==> src/rtl/set_dispatch.sv <==
// set_dispatch: 4-deep command FIFO feeding a set-counting engine, one command in flight.
// Optional engine watchdog is compiled in when SET_DISP_TIMEOUT_EN is defined.
module set_dispatch (
    input  logic        clk,
    input  logic        rst,
    input  logic        cmd_valid,
    output logic        cmd_ready,
    input  logic [23:0] cmd_central,
    input  logic [11:0] cmd_radius,
    input  logic [1:0]  cmd_mode,
    output logic        set_en,
    output logic [23:0] set_central,
    output logic [11:0] set_radius,
    output logic [1:0]  set_mode,
    input  logic        set_busy,
    input  logic        set_valid,
    input  logic [7:0]  set_candidate,
    output logic        res_valid,
    input  logic        res_ready,
    output logic [7:0]  res_candidate,
    output logic [1:0]  res_mode,
    output logic        err
);

    localparam int unsigned Depth  = 4;
    localparam int unsigned EntryW = 38;

    typedef enum logic [1:0] {StIdle, StIssue, StWait, StOut} state_e;

    state_e state_q, state_d;

    logic [EntryW-1:0] mem_q [Depth];
    logic [1:0]        wr_ptr_q, rd_ptr_q;
    logic [2:0]        count_q;
    logic [EntryW-1:0] head;

    logic push, pop, capture, timeout, release_res, tmo_hit;

    // Engine status is informational only; completion is signalled by set_valid.
    logic unused_busy;
    assign unused_busy = set_busy;

    assign cmd_ready = rst & (count_q != 3'd4);
    assign push      = cmd_valid & cmd_ready;
    assign head      = mem_q[rd_ptr_q];
    assign set_en    = (state_q == StIssue);

    always_ff @(posedge clk) begin
        if (push) begin
            mem_q[wr_ptr_q] <= {cmd_mode, cmd_radius, cmd_central};
        end
    end

    always_ff @(posedge clk or negedge rst) begin
        if (!rst) begin
            wr_ptr_q <= '0;
            rd_ptr_q <= '0;
            count_q  <= '0;
        end else begin
            if (push) begin
                wr_ptr_q <= wr_ptr_q + 2'd1;
            end
            if (pop) begin
                rd_ptr_q <= rd_ptr_q + 2'd1;
            end
            count_q <= count_q + {2'b00, push} - {2'b00, pop};
        end
    end

    always_comb begin
        state_d     = state_q;
        pop         = 1'b0;
        capture     = 1'b0;
        timeout     = 1'b0;
        release_res = 1'b0;
        unique case (state_q)
            StIdle: begin
                if (count_q != 3'd0) begin
                    pop     = 1'b1;
                    state_d = StIssue;
                end
            end
            StIssue: state_d = StWait;
            StWait: begin
                if (set_valid) begin
                    capture = 1'b1;
                    state_d = StOut;
                end else if (tmo_hit) begin
                    timeout = 1'b1;
                    state_d = StOut;
                end
            end
            StOut: begin
                if (res_ready) begin
                    release_res = 1'b1;
                    state_d     = StIdle;
                end
            end
            default: state_d = StIdle;
        endcase
    end

    // set_* stay loaded from pop until the next pop, so they are stable through WAIT.
    always_ff @(posedge clk or negedge rst) begin
        if (!rst) begin
            state_q       <= StIdle;
            set_central   <= '0;
            set_radius    <= '0;
            set_mode      <= '0;
            res_valid     <= 1'b0;
            res_candidate <= '0;
            res_mode      <= '0;
        end else begin
            state_q <= state_d;
            if (pop) begin
                {set_mode, set_radius, set_central} <= head;
            end
            if (capture) begin
                res_valid     <= 1'b1;
                res_candidate <= set_candidate;
                res_mode      <= set_mode;
            end else if (timeout) begin
                res_valid     <= 1'b1;
                res_candidate <= 8'hFF;
                res_mode      <= set_mode;
            end else if (release_res) begin
                res_valid <= 1'b0;
            end
        end
    end

`ifdef SET_DISP_TIMEOUT_EN
    localparam logic [6:0] TimeoutLast = 7'd79;

    logic [6:0] tmo_q;
    logic       err_q;

    always_ff @(posedge clk or negedge rst) begin
        if (!rst) begin
            tmo_q <= '0;
            err_q <= 1'b0;
        end else begin
            if (state_q == StIssue) begin
                tmo_q <= '0;
            end else if (state_q == StWait) begin
                tmo_q <= tmo_q + 7'd1;
            end
            if (timeout) begin
                err_q <= 1'b1;
            end
        end
    end

    // Fires on the edge where the counter would reach 80.
    assign tmo_hit = (state_q == StWait) && (tmo_q == TimeoutLast);
    assign err     = err_q;
`else
    assign tmo_hit = 1'b0;
    assign err     = 1'b0;
`endif

endmodule

==> config.mk <==
export PLATFORM = sky130hd
export DESIGN_NAME = set_dispatch
export DESIGN_NICKNAME = d
export VERILOG_FILES = /design/src/rtl/set_dispatch.sv
export SDC_FILE = /design/constraint.sdc
export NUM_CORES = 1
export LEC_CHECK = 0
export ABC_AREA = 1
export BUFFER_PORTS_ARGS = -buffer_cell sky130_fd_sc_hd__buf_2
export CAP_MARGIN = 10
export CORE_MARGIN = 2
export CORE_UTILIZATION = 55
export DETAILED_ROUTE_END_ITERATION = 10
export PLACE_DENSITY_LB_ADDON = 0.3
export SYNTH_ARGS = -nofsm -noshare
export SYNTH_HDL_FRONTEND = slang
export SYNTH_SLANG_ARGS = --single-unit
==> constraint.sdc <==
create_clock -name clk -period 6.45 [get_ports clk]
set_clock_uncertainty 0.1 [all_clocks]
set_input_delay 1.29 -clock clk [delete_from_list [all_inputs] [get_ports clk]]
set_output_delay 1.29 -clock clk [all_outputs]
set_load 0.01 [all_outputs]
==> results.json <==
{
  "grt.overflow.total": 0,
  "grt_pass1_wl_um": 26500,
  "postCtsSetupBuffers": 0,
  "grtUsageTotal": 0.202,
  "r2r_start": "state_q[0]$_DFFE_PN0P_",
  "hp-class": "reg2reg",
  "antenna_found_initial": 2,
  "clock_path_buffers": 3,
  "postCtsResizedCells": 0,
  "grt_pass1_vias": 5360,
  "io_pins": 104,
  "critical_path_class": "in2out",
  "outcome": "finished clean",
  "filler_cell_count": 1222,
  "cp.required_ns": 5.06,
  "cts-root-buf": "clkbuf_16",
  "areaGrowthSynthToFinish_pct": 15.4,
  "drv_cap": 0,
  "leakage_nw": 4.96,
  "slew_violations": 0,
  "synth.distinct_cells": 24,
  "cts.sink_count": 210,
  "setup_viol": 0,
  "syn_area_um2": 8850,
  "synth_area_per_cell_um2": 10.3,
  "yosys_register_bits": 210,
  "endpoint_kind": "primary output",
  "grtUsageMet3": 0.0354,
  "core_um2": 15800,
  "peakVddDrop_v": 0.000325,
  "rsz0062_at_grt": "false",
  "period_minus_slack_ns": 3.78,
  "die-area_um2": 17100,
  "powerDensity_nw_per_um2": 450,
  "final_util": 0.645,
  "cp_cell_sequence": "buf_4 -> a21boi_0 -> buf_2",
  "clk_pin_slew_ns": 0.05,
  "min_period_over_period": 0.586,
  "grt_max_degree": 79,
  "use_met1": 0.259,
  "cts_hold_buf": 0,
  "synth_seq_area_share": 0.680,
  "hp-start": "res_valid$_DFFE_PN0P_",
  "via_per_inst": 4.76,
  "intPower_mw": 3.00,
  "synthCells": 857,
  "worstSkewPairLatency_ns": 0.49,
  "die_x_um": 131,
  "firstDrtPassIters": 6,
  "grtUsageMet2": 0.356,
  "start_util": 0.559,
  "max_freq_mhz": 264,
  "nets": 1016,
  "tightest_slew_ns": 0.986,
  "switching_share": 0.348,
  "seq_area_um2": 6020,
  "cp.arrival_ns": 2.39,
  "final_common_cell": "nand2_1",
  "finalSetupTns_ns": 0,
  "post-dp-hpwl_um": 9510,
  "vias": 5650,
  "portBuffers": 101,
  "ant_nets": 0,
  "combinationalPowerShare": 0.313,
  "power.switching_mw": 1.60,
  "drive_gt1_frac": 0.163,
  "relSlewSlack": 0.343,
  "multi_input_area_um2": 2020,
  "final_hold_viol_count": 0,
  "grt-busiest-layer": "met2",
  "wl_per_cell_um": 14.3,
  "cts_buffers": 22,
  "synth_fp_nets": 921,
  "htreeDepth": 1,
  "routed_wl_um": 17000,
  "cts_tree": "done",
  "layout_common_cells": "323 x nand2_1, 167 x inv_1, 152 x edfxtp_1",
  "gp_congestion": 0.701,
  "start_kind": "input port",
  "drt_iter0_markers": 336,
  "die_h_um": 131,
  "slowest_stage": "buf_4",
  "drt_drc_violations_left": 0,
  "crit_fanout": 62,
  "rows": 46,
  "power_frac_clock": 0.269,
  "finalPower_mw": 4.60,
  "worstSetupStartpoint": "rst",
  "seqPwrFrac": 0.417,
  "ys_warn_count": 0,
  "critPathMaxStageDelay_ns": 0.62
}
[metal layers]
metal  vias up  routed length, um
met1      2635               7300
met3        20               1040
met5         -                  0
met2       156               8400
li1       2839                  -
met4         0                243
[final timing paths]
path | end | slack, ns | depth (start not counted)
setup / recovery | cmd_ready | 2.67 | 3
hold / removal | res_valid$_DFFE_PN0P_ | 0.37 | 2
setup reg to reg | count_q[2]$_DFF_PN0_ | 2.85 | 10
hold reg to reg | res_valid$_DFFE_PN0P_ | 0.37 | 2
max in group asynchronous | rd_ptr_q[0]$_DFFE_PN0P_ | 4.88 | 1
min in group asynchronous | set_radius[1]$_DFFE_PN0P_ | 0.80 | 1
[cell usage after synthesis]
master | n | share of area
dfrtp_1 | 58 | 0.16
nand2_2 | 1 | 0.00071
mux2_2 | 10 | 0.013
inv_2 | 2 | 0.00085
conb_1 | 1 | 0.00042
a21boi_0 | 1 | 0.00085
buf_4 | 6 | 0.0051
ha_1 | 11 | 0.016
inv_1 | 168 | 0.071
nand4_1 | 2 | 0.0014
buf_6 | 3 | 0.0038
fa_1 | 1 | 0.0023
buf_2 | 21 | 0.012
clkbuf_1 | 5 | 0.0021
nor2_1 | 4 | 0.0017
nand2_1 | 323 | 0.14
xnor2_1 | 2 | 0.0020
or2_2 | 1 | 0.00071
o21ai_1 | 1 | 0.00057
edfxtp_1 | 152 | 0.52
nand3_1 | 80 | 0.045
clkbuf_2 | 1 | 0.00057
nor2_4 | 1 | 0.0013
xor2_1 | 2 | 0.0020
[flip-flops by register name (all words and copies together), names as in the netlist]
name and count:
set_central 24, count_q 3, rd_ptr_q 2, set_mode 2, set_radius 12, state_q 2
res_mode 2, wr_ptr_q 2, res_candidate 8, res_valid 1, mem_q 152
[metrics by stage]
step	hold WS, ns	instances	setup WS, ns	area (um^2)
after global routing	0.389	1185	2.48	10200
after CTS	0.376	1184	2.61	10200
after global placement	0.352	1144	2.20	9500
after detailed placement	0.359	1144	2.16	9500
final	0.371	1186	2.67	10200
after floorplan	0.390	857	2.80	8850
[layout make-up]
| cell class | instances | share of cell area |
|---|---|---|
| Sequential cell | 210 | 0.589 |
| Multi-Input combinational cell | 441 | 0.197 |
| Inverter | 170 | 0.0625 |
| Clock buffer | 35 | 0.0617 |
| Timing Repair Buffer | 107 | 0.0542 |
| Tap cell | 216 | 0.0265 |
| Clock inverter | 5 | 0.00796 |
| Antenna cell | 2 | 0.000490 |
[power groups by stage]
stage                     clock network [mW]  logic [mW]  registers (mW)
final                                   1.24        1.44            1.92
after global routing                    1.31        1.64            1.95
after CTS                               1.25        1.47            1.92
after detailed placement                   0        1.45            1.94
after global placement                     0        1.42            1.93
after floorplan                            0        1.01            1.96
[critical path, delay by kind of cell]
kind | cells | cell delay [ns]
buffers and inverters | 2 | 0.79
AOI/OAI and AO/OA | 1 | 0.29
[kinds of logic (layout without fill, tap and decap cells)]
logic type | count (synthesis) | after routing | share of synthesized area
buffers and inverters | 206 | 317 | 0.0956
XOR/XNOR | 4 | 4 | 0.00396
AO/OA/AOI/OAI | 2 | 2 | 0.00141
other | 1 | 3 | 0.000424
multiplexers | 10 | 10 | 0.0127
AND/OR/NAND/NOR | 412 | 412 | 0.188
adder cells (fa/ha/maj) | 12 | 12 | 0.0178
flip-flops | 210 | 210 | 0.680
Note: power is estimated with default switching activity, not from simulation.
